<file path="src/rtl/bytecode_fetch_if.sv">
// rtl/bytecode_fetch_if.sv - consumer and bytecode RAM signals of the byte-fetch stage
interface bytecode_fetch_if #(
    parameter int ADDRESS_WIDTH = 16
);
    logic                       start;
    logic                       pc_reset;
    logic                       pc_load;
    logic [ADDRESS_WIDTH-1:0]   pc_load_value;
    logic [7:0]                 next_byte;
    logic                       ready;
    logic                       busy;
    logic [ADDRESS_WIDTH-1:0]   pc;
    logic                       error;
    logic [ADDRESS_WIDTH-3:0]   mem_addr;
    logic                       mem_rd_en;
    logic [31:0]                mem_rdata;

    modport master (
        input  start, pc_reset, pc_load, pc_load_value, mem_rdata,
        output next_byte, ready, busy, pc, error, mem_addr, mem_rd_en
    );

    modport slave (
        output start, pc_reset, pc_load, pc_load_value, mem_rdata,
        input  next_byte, ready, busy, pc, error, mem_addr, mem_rd_en
    );
endinterface

</file>
<file path="src/rtl/bytecode_fetch.sv">
// rtl/bytecode_fetch.sv - JVM bytecode byte server with one-word line buffer and branch-loadable PC
module bytecode_fetch #(
    parameter int                       SIZE          = 1024,
    parameter int                       ADDRESS_WIDTH = 16,
    parameter logic [ADDRESS_WIDTH-1:0] PC_START      = '0
) (
    input  logic                clk,
    input  logic                rst,
    bytecode_fetch_if.master    fetch_if
);
    localparam int AW = ADDRESS_WIDTH;
    localparam logic [AW:0] SIZE_LIM = (AW+1)'(SIZE);

    typedef enum logic [1:0] {IDLE, MEM_REQ, MEM_WAIT} state_t;

    state_t         state_q;
    logic [AW-1:0]  pc_q;
    logic [7:0]     next_byte_q;
    logic           ready_q;
    logic           busy_q;
    logic           error_q;
    logic [AW-3:0]  mem_addr_q;
    logic           mem_rd_en_q;
    logic [31:0]    line_q;
    logic [AW-3:0]  tag_q;
    logic           valid_q;

    logic [AW-1:0]  addr_d;
    logic           oob_d;
    logic           hit_d;

    // JVM bytecode is big-endian: byte 0 of a word sits in the top lane
    function automatic logic [7:0] select_byte(input logic [31:0] w, input logic [1:0] sel);
        case (sel)
            2'd0:    select_byte = w[31:24];
            2'd1:    select_byte = w[23:16];
            2'd2:    select_byte = w[15:8];
            default: select_byte = w[7:0];
        endcase
    endfunction

    always_comb begin
        addr_d = fetch_if.pc_load ? fetch_if.pc_load_value : pc_q;
        oob_d  = {1'b0, addr_d} >= SIZE_LIM;
        hit_d  = valid_q && (tag_q == addr_d[AW-1:2]);
    end

    always_ff @(posedge clk or posedge rst) begin
        if (rst) begin
            state_q     <= IDLE;
            pc_q        <= PC_START;
            next_byte_q <= 8'h00;
            ready_q     <= 1'b0;
            busy_q      <= 1'b0;
            error_q     <= 1'b0;
            mem_addr_q  <= '0;
            mem_rd_en_q <= 1'b0;
            line_q      <= '0;
            tag_q       <= '0;
            valid_q     <= 1'b0;
        end else begin
            ready_q <= 1'b0;
            if (!fetch_if.pc_reset) begin
                pc_q        <= PC_START;
                valid_q     <= 1'b0;
                error_q     <= 1'b0;
                state_q     <= IDLE;
                busy_q      <= 1'b0;
                mem_rd_en_q <= 1'b0;
            end else begin
                case (state_q)
                    IDLE: begin
                        // a start coinciding with the ready pulse belongs to the finished request
                        if (fetch_if.start && !ready_q) begin
                            if (oob_d) begin
                                next_byte_q <= 8'h00;
                                ready_q     <= 1'b1;
                                error_q     <= 1'b1;
                            end else if (hit_d) begin
                                next_byte_q <= select_byte(line_q, addr_d[1:0]);
                                ready_q     <= 1'b1;
                                pc_q        <= addr_d + AW'(1);
                            end else begin
                                mem_addr_q  <= addr_d[AW-1:2];
                                mem_rd_en_q <= 1'b1;
                                pc_q        <= addr_d;
                                state_q     <= MEM_REQ;
                                busy_q      <= 1'b1;
                            end
                        end else if (fetch_if.pc_load) begin
                            pc_q <= fetch_if.pc_load_value;
                        end
                    end
                    MEM_REQ: begin
                        mem_rd_en_q <= 1'b0;
                        state_q     <= MEM_WAIT;
                    end
                    MEM_WAIT: begin
                        line_q      <= fetch_if.mem_rdata;
                        tag_q       <= mem_addr_q;
                        valid_q     <= 1'b1;
                        next_byte_q <= select_byte(fetch_if.mem_rdata, pc_q[1:0]);
                        ready_q     <= 1'b1;
                        pc_q        <= pc_q + AW'(1);
                        state_q     <= IDLE;
                        busy_q      <= 1'b0;
                    end
                    default: begin
                        state_q <= IDLE;
                        busy_q  <= 1'b0;
                    end
                endcase
            end
        end
    end

    assign fetch_if.next_byte = next_byte_q;
    assign fetch_if.ready     = ready_q;
    assign fetch_if.busy      = busy_q;
    assign fetch_if.pc        = pc_q;
    assign fetch_if.error     = error_q;
    assign fetch_if.mem_addr  = mem_addr_q;
    assign fetch_if.mem_rd_en = mem_rd_en_q;
endmodule

</file>
<file path="src/flat_wrapper.sv">
// flat-port wrapper written by rule: the top's interface ports become plain ports
module bytecode_fetch_flat 
#(
    parameter int                       SIZE          = 1024,
    parameter int                       ADDRESS_WIDTH = 16,
    parameter logic [ADDRESS_WIDTH-1:0] PC_START      = '0
)
  (clk, rst, fetch_if_start, fetch_if_pc_reset, fetch_if_pc_load, fetch_if_pc_load_value, fetch_if_mem_rdata, fetch_if_next_byte, fetch_if_ready, fetch_if_busy, fetch_if_pc, fetch_if_error, fetch_if_mem_addr, fetch_if_mem_rd_en);
  bytecode_fetch_if #(.ADDRESS_WIDTH(ADDRESS_WIDTH)) fetch_if_i ();
  input  logic clk;
  input  logic rst;
  input wire logic [$bits(fetch_if_i.start)-1:0] fetch_if_start;
  input wire logic [$bits(fetch_if_i.pc_reset)-1:0] fetch_if_pc_reset;
  input wire logic [$bits(fetch_if_i.pc_load)-1:0] fetch_if_pc_load;
  input wire logic [$bits(fetch_if_i.pc_load_value)-1:0] fetch_if_pc_load_value;
  input wire logic [$bits(fetch_if_i.mem_rdata)-1:0] fetch_if_mem_rdata;
  output wire logic [$bits(fetch_if_i.next_byte)-1:0] fetch_if_next_byte;
  output wire logic [$bits(fetch_if_i.ready)-1:0] fetch_if_ready;
  output wire logic [$bits(fetch_if_i.busy)-1:0] fetch_if_busy;
  output wire logic [$bits(fetch_if_i.pc)-1:0] fetch_if_pc;
  output wire logic [$bits(fetch_if_i.error)-1:0] fetch_if_error;
  output wire logic [$bits(fetch_if_i.mem_addr)-1:0] fetch_if_mem_addr;
  output wire logic [$bits(fetch_if_i.mem_rd_en)-1:0] fetch_if_mem_rd_en;
  assign fetch_if_i.start = fetch_if_start;
  assign fetch_if_i.pc_reset = fetch_if_pc_reset;
  assign fetch_if_i.pc_load = fetch_if_pc_load;
  assign fetch_if_i.pc_load_value = fetch_if_pc_load_value;
  assign fetch_if_i.mem_rdata = fetch_if_mem_rdata;
  assign fetch_if_next_byte = fetch_if_i.next_byte;
  assign fetch_if_ready = fetch_if_i.ready;
  assign fetch_if_busy = fetch_if_i.busy;
  assign fetch_if_pc = fetch_if_i.pc;
  assign fetch_if_error = fetch_if_i.error;
  assign fetch_if_mem_addr = fetch_if_i.mem_addr;
  assign fetch_if_mem_rd_en = fetch_if_i.mem_rd_en;
  bytecode_fetch #(.SIZE(SIZE), .ADDRESS_WIDTH(ADDRESS_WIDTH), .PC_START(PC_START)) u_core (.clk(clk), .rst(rst), .fetch_if(fetch_if_i));
endmodule
</file>
<file path="config.mk">
export PLATFORM = sky130hd
export DESIGN_NAME = bytecode_fetch_flat
export DESIGN_NICKNAME = d
export VERILOG_FILES = /design/src/rtl/bytecode_fetch_if.sv /design/src/rtl/bytecode_fetch.sv /design/src/flat_wrapper.sv
export SDC_FILE = /design/constraint.sdc
export NUM_CORES = 1
export LEC_CHECK = 0
export ABC_AREA = 1
export BUFFER_PORTS_ARGS = -buffer_cell sky130_fd_sc_hd__buf_4
export CAP_MARGIN = 20
export CORE_AREA = 3 3 98 100
export CTS_BUF_LIST = sky130_fd_sc_hd__clkbuf_8
export CTS_CLUSTER_SIZE = 40
export DETAILED_ROUTE_END_ITERATION = 10
export DIE_AREA = 0 0 101 103
export GPL_ROUTABILITY_DRIVEN = 0
export PLACE_DENSITY = 0.92
export SYNTH_ARGS = -nofsm -noshare
export SYNTH_HDL_FRONTEND = slang
export SYNTH_SLANG_ARGS = --single-unit
</file>
<file path="constraint.sdc">
create_clock -name clk -period 4.8 [get_ports clk]
set_clock_uncertainty 0.1 [all_clocks]
set_input_delay 0.72 -clock clk [delete_from_list [all_inputs] [get_ports clk]]
set_output_delay 0.72 -clock clk [all_outputs]
set_load 0.005 [all_outputs]
</file>
# Yosys cells after proc, flatten, opt, wreduce, memory -nomap -nowiden
# Cells that the tools add are included.
dict set report op_classes {
  order_cmp 1
  n_eq_ne 20
  n_reduce_logical 15
  addsub 2
  n_bitwise 2
  muxes 35
}
# op count
set op_table {}
lappend op_table {{two-way mux 16 bit} 5}
lappend op_table {{case mux 8 bit (3 select lines)} 2}
lappend op_table {{adder 16 x 1 -> 16 bit, second input constant} 2}
lappend op_table {{case mux 16 bit (2 select lines)} 1}
lappend op_table {{two-way mux 8 bit} 3}
lappend op_table {{>= comparator 16 x 11 -> 1 bit, second input constant} 1}
lappend op_table {{case mux 8 bit (2 select lines)} 1}
lappend op_table {{two-way mux 1 bit} 15}
lappend op_table {{equality test 14 bit} 1}
lappend op_table {{AND reduction 4 bit} 3}
lappend op_table {{inequality test 2 x 1 -> 1 bit, second input constant} 5}
lappend op_table {{inequality test 3 x 1 -> 1 bit, second input constant} 3}
lappend op_table {{two-way mux 2 bit} 4}
lappend op_table {{equality test 2 x 1 -> 1 bit, second input constant} 3}
lappend op_table {{equality test 2 bit, second input constant} 3}
lappend op_table {{logical NOT 2 bit} 3}
lappend op_table {{inequality test 3 bit, second input constant} 2}
lappend op_table {{case mux 1 bit (2 select lines)} 3}
lappend op_table {{AND reduction 3 bit} 2}
lappend op_table {{AND reduction 5 bit} 1}
lappend op_table {{inequality test 4 bit, second input constant} 1}
lappend op_table {{case mux 2 bit (2 select lines)} 1}
lappend op_table {{AND reduction 2 bit} 2}
lappend op_table {{inequality test 3 x 2 -> 1 bit, second input constant} 1}
lappend op_table {{other kinds (5)} 7}
dict set report totals {
  elab_cells 86
  out_inout_bits 42
  input_bits 53
  ff_bits 91
}

# Longest topological paths before layout
dict set report logic_depth {
  word_depth 8
  depth_mapped 17
  ltp_nobuf 15
}

# Least setup slack after synthesis
# OpenSTA, ideal clock, no wires.
dict set report synth_path {
  kind {input to register}
  start {input fetch_if_pc_load}
  end {register u_core.next_byte_q[0] (netlist: u_core.fetch_if.next_byte[0])}
  n_path_buf 2
  setup_ps 117
  stages 11
  slack_ps 2247
  t_required_ps 4583
  arrival_ps 2337
  path_cell_list {buf_2 -> o21ai_1 -> inv_1 -> ha_1 -> inv_1 -> clkbuf_1 -> nand2_1 -> o22ai_1 -> o21ai_0 -> nand2_1 -> nand2_1}
}
dict set report synth_between {
  elab_chain_cells 7
  word_cells_on_any_way 14
  classes_between {order compare (1); eq/ne (4); mux (6); reduce/logical (3)}
}
# item line_no
set synth_rtl {}
lappend synth_rtl {{from (decl)} flat_wrapper.sv:14} ;# input wire logic [$bits(fetch_if_i.pc_load)-1:0] fetch_if_pc_load;
lappend synth_rtl {{two-way mux 16 bit (*)} n/a}
lappend synth_rtl {{branches (longest 6 deep; another with >= comparator 16 x 11 -> 1 bit)} n/a}
lappend synth_rtl {{to (signal assigned)} bytecode_fetch.sv:80} ;# next_byte_q <= select_byte(line_q, addr_d[1:0]);
lappend synth_rtl {{to (signal assigned)} bytecode_fetch.sv:102} ;# next_byte_q <= select_byte(fetch_if.mem_rdata, pc_q[1:0]);
lappend synth_rtl {{to (decl)} bytecode_fetch.sv:18} ;# logic [7:0] next_byte_q;
# Mark *: on every way between the ends. The select of a mux whose other input is x is not followed.
# A chain may end at the register's enable or synchronous reset.

# Worst setup path after layout
dict set report layout_path {
  start {register u_core.state_q[1]}
  end {register u_core.line_q[9]}
}
dict set report layout_between {
  elab_chain_cells 2
}
# item line_no
set layout_rtl {}
lappend layout_rtl {{from (decl)} bytecode_fetch.sv:16} ;# state_t state_q;
lappend layout_rtl {{from (signal assigned)} bytecode_fetch.sv:50} ;# state_q <= IDLE;
lappend layout_rtl {{from (signal assigned)} bytecode_fetch.sv:67} ;# state_q <= IDLE;
lappend layout_rtl {{from (signal assigned)} bytecode_fetch.sv:87} ;# state_q <= MEM_REQ;
lappend layout_rtl {{equality test 2 bit} bytecode_fetch.sv:71} ;# case (state_q)
lappend layout_rtl {{AND reduction 2 bit (no line)} n/a}
lappend layout_rtl {{to (signal assigned)} bytecode_fetch.sv:99} ;# line_q <= fetch_if.mem_rdata;
lappend layout_rtl {{to (decl)} bytecode_fetch.sv:24} ;# logic [31:0] line_q;
# No other way between the ends.

==> metrics.txt <==
CTS tree done; flop-to-flop setup slack about 1.9 ns; Ys Warns 0; layout cells sized above 1 15.7%; CTS H-Tree Depth 3; final hold violations 0; startpoint class of the critical path register; CORE AREA 8760 um^2; post-placement setup slack about 1.6 ns; clock latency on the worst-skew pair 0.37 ns; leak pwr 3.56 nW; synth unique cells 33; CTS Sinks 91; Pre-Repair DR Iteration Count 8; Final period util 61.0%; Cell Rows 34; VDD IR max 0.222 mV; Netlist Area Pre-Place ~5500 um^2; grt ovf 0; TritonCTS Buffers 9; WP data required 4.94 ns; width of the die 101 um; Port Buffers 94; CTS Hold Buffers Added 0; Critical Path AT between 3 and 4 ns; Commonest cells post-synth 328 x nand2_1, 91 x dfrtp_1, 88 x inv_1, 64 x o21ai_0, 49 x nor2_1; Layout area overhead 17.9%; Final #Nets 956; status finished, final reports clean; Starting Density approximately 63%; Main synth FF type dfrtp_1; PD cells slightly above 300 nW/um^2; actual slew at the worst max-slew pin 1.02 ns; CTS clk-pin slew, worst paths 0.10 ns; gr usage total 31.8%; fill cell count about 660; share of flip-flops with an asynchronous set or reset 100%; root buffer cell clkbuf_8; setup TNS 0 ns; post_cts resized 0; initial antenna violation count 0; post-route cell area 6520 um^2; fmax between 300 and 400 MHz; I/O Pins 95; slew margin rel. a little under a third; number of global-route vias before repair 5477; critical path class reg2reg; max_cap viols 0; DP Wirelength approximately 12000 um; Routed Antenna Nets 0; CP Capture Type register; sequential area share after synthesis 41.2%; setup bufs post-CTS 0; number of synthesized register bits 91; CTS Buffer Depth 2; Hold WC Path Type in2async; total power roughly 2.0 mW; Post-synth EDFFs 0; largest net degree at the start of global routing 48; count leader, synth nand2_1; CP max FO 35; Synth area leaders dfrtp_1 41%, nand2_1 22%, inv_1 6.0%; worst setup margin 1.87 ns; # setup viols final 0; post-layout minimum cycle time 2.93 ns; largest area contributor in the netlist dfrtp_1; wire per inst 16.1 um; first-pass GRT wire length 26400 um; Yosys top cell area share around 41%; drt first-iter violations 1073; Cell Area, Placed 6260 um^2; overall die height 103 um; Synthesized Nets between 800 and 900; vias per cell 5.82; total die area ~10000 um^2; RSZ-0062 raised after global routing false; syn_area_per_cell 6.79 um^2; # diodes 0; cells after synthesis between 800 and 900; final WL 16200 um; # DRC 0; max-slew violation count 0; vias roughly 5900
[worst paths after layout]
check,start,endpoint,depth (start not counted)
min in group clk,u_core.line_q[25],u_core.line_q[25],2
worst max register to register,u_core.state_q[1],u_core.line_q[9],8
worst min register to register,u_core.line_q[25],u_core.line_q[25],2
max in group asynchronous,rst,u_core.fetch_if.pc[14],3
worst max-delay path,u_core.state_q[1],u_core.line_q[9],8
worst min-delay path,rst,u_core.line_q[10],2
[state kept, by name, indices dropped and copies added, names as in the netlist]
register and cells:
u_core.line_q 32, u_core.fetch_if.busy 1, u_core.state_q 2, u_core.fetch_if.mem_rd_en 1, u_core.fetch_if.ready 1, u_core.fetch_if.next_byte 8, u_core.fetch_if.error 1, u_core.tag_q 14
u_core.valid_q 1, u_core.fetch_if.pc 16, u_core.fetch_if.mem_addr 14
[cell families after synthesis]
logic type,Yosys count,synth area share (%)
flops,91,41.2
compound gates,130,13.4
xor+xnor,2,0.317
buf+inv,121,8.78
simple gates,461,34.3
fa+ha+maj,9,2.04
[placed cells by master, fill, tap and decap left out, types with 8 or more instances in the layout]
master	netlist	final
a22o_1	8	8
nand4_1	10	10
clkbuf_8	0	10
dfrtp_1	91	91
a21oi_1	20	20
nand3_1	48	48
nand2_1	328	328
ha_1	9	9
o22ai_1	8	8
o21ai_1	13	13
nor2_1	49	48
o221ai_1	8	8
inv_1	88	87
buf_4	5	98
nand2_2	8	8
o21ai_0	64	64
[routing by layer]
| metal | up-vias | share of wire [%] | global-route usage (%) |
|---|---|---|---|
| met4 | 0 | 2.6 | 10.6 |
| li1 | 2756 | - | - |
| met5 | - | 0 | 0 |
| met3 | 58 | 12 | 6.43 |
| met1 | 2606 | 40 | 45.0 |
| met2 | 439 | 45 | 49.4 |
[cell type report]
type                            count  area [um^2]  area share (%)
Clock buffer                       10          138            2.11
Inverter                           92          348            5.34
Timing Repair Buffer               98          736            11.3
Tap cell                          108          135            2.07
Sequential cell                    91         2280            34.9
Clock inverter                      6          116            1.79
Multi-Input combinational cell    602         2770            42.5
[where the power goes]
group / switching, mW / internal, mW
logic: 0.261 / 0.171
registers: 0.0730 / 0.854
clock network: 0.295 / 0.366
[critical path: stages (launching register included)]
cell and delay [ns]:
dfrtp_1 0.42, inv_1 0.16, nor2_1 0.06, buf_4 0.22, inv_1 0.52, nor2_2 0.07
inv_1 0.76, buf_4 0.35, o21ai_0 0.12
[stage by stage]
stage               instances  utilization [%]  hold slack (ns)
CTS                      1007             74.4            0.385
detailed placement        991             71.5            0.364
finish                   1007             74.4            0.351
global route             1007             74.4            0.401
global placement          991             71.5            0.356
floorplan                 814                -            0.342
(Power assumes the default switching activity.)
